## src/rtl/calc_seq_ctrl.sv

```systemverilog
// Calculator key sequencer: turns key events into operand/opcode load strobes
// and runs the ALU start/done handshake with timeout, chaining and error handling.
//
// state  | meaning
// IDLE   | nothing entered, waiting for first operand
// GOT_A  | operand A loaded
// GOT_OP | opcode loaded, waiting for operand B
// GOT_B  | operand B loaded, equals starts the ALU
// EXEC   | ALU running, keys other than clear dropped
// SHOW   | result valid; operand restarts, operator chains, equals repeats
// ERR    | ALU error or timeout, only clear leaves
module calc_seq_ctrl #(
  parameter int WIDTH   = 8,
  parameter int OP_W    = 2,
  parameter int TIMEOUT = 64
) (
  input  logic             clock_i,
  input  logic             resetb_i,
  input  logic             key_valid_i,
  input  logic [1:0]       key_type_i,
  input  logic [WIDTH-1:0] key_data_i,
  output logic             key_ready_o,
  output logic [WIDTH-1:0] operand_o,
  output logic [OP_W-1:0]  opcode_o,
  output logic             a_sel_o,
  output logic             ld_a_o,
  output logic             ld_b_o,
  output logic             ld_op_o,
  output logic             alu_start_o,
  input  logic             alu_done_i,
  input  logic             alu_err_i,
  output logic             result_valid_o,
  output logic             error_o,
  output logic [2:0]       state_o
);

  typedef enum logic [2:0] {
    IDLE   = 3'd0,
    GOT_A  = 3'd1,
    GOT_OP = 3'd2,
    GOT_B  = 3'd3,
    EXEC   = 3'd4,
    SHOW   = 3'd5,
    ERR    = 3'd6
  } state_t;

  localparam int CNT_W = $clog2(TIMEOUT);
  localparam logic [CNT_W-1:0] CNT_MAX = CNT_W'(TIMEOUT - 1);

  state_t           state;
  logic [CNT_W-1:0] cnt;

  logic accepted;
  logic k_operand;
  logic k_operator;
  logic k_equals;
  logic k_clear;

  // Clear bypasses key_ready_o so it can abort EXEC and leave ERR.
  assign accepted   = key_valid_i && key_ready_o;
  assign k_operand  = accepted && (key_type_i == 2'b00);
  assign k_operator = accepted && (key_type_i == 2'b01);
  assign k_equals   = accepted && (key_type_i == 2'b10);
  assign k_clear    = key_valid_i && (key_type_i == 2'b11);

  assign state_o = state;

  always_ff @(posedge clock_i or negedge resetb_i) begin
    if (!resetb_i) begin
      state          <= IDLE;
      cnt            <= '0;
      key_ready_o    <= 1'b0;
      operand_o      <= '0;
      opcode_o       <= '0;
      a_sel_o        <= 1'b0;
      ld_a_o         <= 1'b0;
      ld_b_o         <= 1'b0;
      ld_op_o        <= 1'b0;
      alu_start_o    <= 1'b0;
      result_valid_o <= 1'b0;
      error_o        <= 1'b0;
    end else begin
      ld_a_o      <= 1'b0;
      ld_b_o      <= 1'b0;
      ld_op_o     <= 1'b0;
      alu_start_o <= 1'b0;
      a_sel_o     <= 1'b0;
      key_ready_o <= (state != EXEC) && (state != ERR);

      if (k_clear) begin
        state          <= IDLE;
        cnt            <= '0;
        result_valid_o <= 1'b0;
        error_o        <= 1'b0;
        key_ready_o    <= 1'b1;
      end else begin
        case (state)
          IDLE: begin
            if (k_operand) begin
              ld_a_o    <= 1'b1;
              operand_o <= key_data_i;
              state     <= GOT_A;
            end
          end
          GOT_A: begin
            if (k_operand) begin
              ld_a_o    <= 1'b1;
              operand_o <= key_data_i;
            end else if (k_operator) begin
              ld_op_o  <= 1'b1;
              opcode_o <= key_data_i[OP_W-1:0];
              state    <= GOT_OP;
            end
          end
          GOT_OP: begin
            if (k_operand) begin
              ld_b_o    <= 1'b1;
              operand_o <= key_data_i;
              state     <= GOT_B;
            end else if (k_operator) begin
              ld_op_o  <= 1'b1;
              opcode_o <= key_data_i[OP_W-1:0];
            end
          end
          GOT_B: begin
            if (k_operand) begin
              ld_b_o    <= 1'b1;
              operand_o <= key_data_i;
            end else if (k_equals) begin
              alu_start_o <= 1'b1;
              cnt         <= '0;
              key_ready_o <= 1'b0;
              state       <= EXEC;
            end
          end
          EXEC: begin
            // A done arriving on the last allowed cycle beats the timeout.
            if (alu_done_i) begin
              if (alu_err_i) begin
                error_o <= 1'b1;
                state   <= ERR;
              end else begin
                result_valid_o <= 1'b1;
                key_ready_o    <= 1'b1;
                state          <= SHOW;
              end
            end else if (cnt == CNT_MAX) begin
              error_o <= 1'b1;
              state   <= ERR;
            end else begin
              cnt <= cnt + 1'b1;
            end
          end
          SHOW: begin
            if (k_operand) begin
              ld_a_o         <= 1'b1;
              operand_o      <= key_data_i;
              result_valid_o <= 1'b0;
              state          <= GOT_A;
            end else if (k_operator) begin
              // Chaining: the previous result becomes operand A.
              ld_a_o         <= 1'b1;
              a_sel_o        <= 1'b1;
              ld_op_o        <= 1'b1;
              opcode_o       <= key_data_i[OP_W-1:0];
              result_valid_o <= 1'b0;
              state          <= GOT_OP;
            end else if (k_equals) begin
              alu_start_o    <= 1'b1;
              cnt            <= '0;
              result_valid_o <= 1'b0;
              key_ready_o    <= 1'b0;
              state          <= EXEC;
            end
          end
          ERR: begin
            state <= ERR;
          end
          default: begin
            state <= IDLE;
          end
        endcase
      end
    end
  end

endmodule

```

## config.mk

```make
export PLATFORM = sky130hd
export DESIGN_NAME = calc_seq_ctrl
export DESIGN_NICKNAME = d
export VERILOG_FILES = /design/src/rtl/calc_seq_ctrl.sv
export SDC_FILE = /design/constraint.sdc
export NUM_CORES = 1
export LEC_CHECK = 0
export BUFFER_PORTS_ARGS = -buffer_cell sky130_fd_sc_hd__buf_2
export CAP_MARGIN = 0
export CORE_MARGIN = 8
export CORE_UTILIZATION = 40
export CTS_BUF_LIST = sky130_fd_sc_hd__clkbuf_2 sky130_fd_sc_hd__clkbuf_4 sky130_fd_sc_hd__clkbuf_8
export CTS_CLUSTER_SIZE = 28
export DETAILED_ROUTE_END_ITERATION = 6
export PLACE_DENSITY = 0.7
export SLEW_MARGIN = 20
export SYNTH_ARGS = -nofsm -noshare
export SYNTH_HDL_FRONTEND = slang
export SYNTH_SLANG_ARGS = --single-unit
```

## constraint.sdc

```tcl
create_clock -name clock_i -period 4.85 [get_ports clock_i]
set_clock_uncertainty 0.1 [all_clocks]
set_input_delay 0.2425 -clock clock_i [delete_from_list [all_inputs] [get_ports clock_i]]
set_output_delay 0.2425 -clock clock_i [all_outputs]
set_load 0.005 [all_outputs]
```

==> results.cfg <==
[worst_setup_path]
crit_fanout = 18
worstPathCellList = or3b_4 -> a41oi_1 -> and2_1 -> o22ai_1
start_kind = flip-flop
crit_slowest_cell = dfrtp_1
arrival_ps = 2220
cp.required_ps = 4900
cpPeakStageDelay_ps = 660
crit_type = flip-flop to flip-flop
endpoint_kind = flip-flop

[timing]
rsz0062_at_grt = false
slew_viol_final = 0
worstMarginPinSlew_ps = 592.4
fin_crit_ps = 2169
period_share = 0.4473
hold_viol_final = 0
max_freq_ghz = 0.4610
max_slew_margin = 0.6051
tns_ps = 0
setup_viol = 0
fin_ws_ps = 2681

[route]
dr.pass1.iters = 4
wl_um = 3555
drtAntennaViolNets = 0
wire_per_inst_um = 15.26
drcViolationCount = 0
viasPerCell = 5.584
vias = 1301
drtIter0Drc = 238

[synth]
yosysWarnings = 0
synth-adder-area-share = 0.008117
synth_mux_area_frac = 0.07955
synth-seq-cells = 27
synth_ff_type = dfrtp_1
async_flop_share = 1.000
syn_area_per_cell_um2 = 9.881
synth_edf_count = 0
netlist_instances = 156
yosys.area_share.simple = 0.1948
ys_seq_area_frac = 0.4383
synth_cell_types = 51
synth_compound_area_frac = 0.2208
synthesis.nets = 172
syn_area_um2 = 1541
synth_top_family_by_area = compound AO/OA/AOI/OAI gates
synth_xor_area_frac = 0

[layout]
final_common_cell = buf_2
multiInputGateArea_um2 = 775.7
ff_latch_area_um2 = 675.6
final_nets = 202
final_cell_mix = 35 x buf_2, 27 x dfrtp_1, 10 x nand2_1, 10 x nor2_1, 10 x mux2_2
layout.cells.non_filler = 233
area_delta_synth_final_pct = 15.42
n_fill_cell = 379
post-route-util = 0.4824
drive_gt1_frac = 0.3135
diodes = 0

[place]
place_congestion = 0.8189
placedCellCount = 228
hpwl_um = 2605
pre_cts_ws_ps = 2704
portBuffers = 35

[floorplan]
core_area_um2 = 3689
start_util = 0.4179
ios = 36
dieArea_um2 = 6096
die_w_um = 78.08
std_cell_rows = 22
die_y_um = 78.08

[power]
powerDensity_nw_per_um2 = 511.4
power.total_mw = 0.9099
ir_drop_mv = 0.1428
p_leak_nw = 0.8257

[global_route]
antenna_found_initial = 0
grt_pass1_wl_um = 6223
grt_usage = 0.1182
overflow = 0
grt_start_max_net_pins = 28
grt_pass1_vias = 1274

[cts]
clock_path_buffers = 2
clk_latency_ps = 270
htree_levels = 1
clk_pin_slew_ps = 100
cts_buffers = 3
cts_root_buf = clkbuf_8
cts_tree = yes
cts_num_sinks = 27

[run]
drv_cap = 0

[worst_hold_path]
min_path_type = input pin to flip-flop

[status]
outcome = completed
## final timing paths
kind | start | cells after the start | slack, ps | end
worst max register to register | state_o[2]$_DFFE_PN0P_ | 4 | 2680 | cnt[0]$_DFFE_PN0P_
min in group asynchronous | resetb_i | 2 | 400 | key_ready_o$_DFF_PN0_
worst max-delay path | state_o[2]$_DFFE_PN0P_ | 4 | 2680 | cnt[0]$_DFFE_PN0P_
worst min-delay path | key_data_i[6] | 2 | 100 | operand_o[6]$_DFFE_PN0P_
max in group asynchronous | resetb_i | 2 | 3860 | operand_o[6]$_DFFE_PN0P_
worst min register to register | opcode_o[0]$_DFFE_PN0P_ | 1 | 410 | opcode_o[0]$_DFFE_PN0P_
## power breakdown
group          internal [mW]  leakage, nW  switching [mW]
logic                  0.187        0.464           0.181
registers              0.309        0.340           0.103
clock network         0.0582       0.0217          0.0718
total                  0.554        0.826           0.356
## per-stage QoR
step	area, µm²	hold WS [ps]
final	1779	99.60
after global routing	1779	93.58
after CTS	1779	95.02
after detailed placement	1720	187.2
after global placement	1720	193.5
after floorplan	1541	-153.1
## state kept, by name, indices dropped and copies added, names as in the netlist
register / cells
ld_op_o: 1
a_sel_o: 1
ld_b_o: 1
result_valid_o: 1
ld_a_o: 1
error_o: 1
cnt: 6
key_ready_o: 1
opcode_o: 2
alu_start_o: 1
state_o: 3
operand_o: 8
## cell families (layout without fill, tap and decap cells)
group / after synthesis / in the layout
AND/OR/NAND/NOR: 53 / 53
flip-flops: 27 / 27
multiplexers: 11 / 11
AO/OA/AOI/OAI: 44 / 44
buffers and inverters: 20 / 49
adder cells (fa/ha/maj): 1 / 1
## area by class of cell
class	instances	area share
Multi-Input combinational cell	109	0.4360
Sequential cell	27	0.3797
Timing Repair Buffer	36	0.1041
Tap cell	48	0.03376
Clock buffer	3	0.02321
Inverter	9	0.01899
Clock inverter	1	0.004219
## critical path: cells and delay by family (launching register included)
kind	cells	cell delay, ps
flip-flops	1	660
AO/OA/AOI/OAI	2	520
AND/OR/NAND/NOR	2	770
## metal layers
layer | global-route usage | share of wire
met1 | 0.1571 | 0.46
met2 | 0.1881 | 0.48
met3 | 0.03531 | 0.061
met4 | 0.01852 | 0
met5 | 0 | 0
## repair_timing
item / CTS / global route
gates resized for setup: 0 / 0
setup endpoints to repair: 0 / 0
hold buffers: 1 / 0
hold endpoints to repair: 27 / 0
buffers inserted: 0 / 0
## synth_stat cells (2+ instances only)
library cell / count / area share
a21oi_1: 9 / 0.029
a22o_1: 2 / 0.011
a22oi_1: 2 / 0.0097
and2_1: 2 / 0.0081
and3_1: 8 / 0.032
and3b_1: 2 / 0.011
buf_2: 2 / 0.0065
clkbuf_1: 6 / 0.015
dfrtp_1: 27 / 0.44
inv_1: 9 / 0.022
mux2_2: 10 / 0.073
nand2_1: 10 / 0.024
nand2b_1: 2 / 0.0081
nand3_1: 7 / 0.023
nor2_1: 10 / 0.024
o2111ai_1: 2 / 0.011
o211ai_1: 3 / 0.015
o21ai_0: 7 / 0.023
o221ai_2: 3 / 0.029
o22ai_1: 2 / 0.0081
No activity file was read; power rests on OpenSTA's default activity.
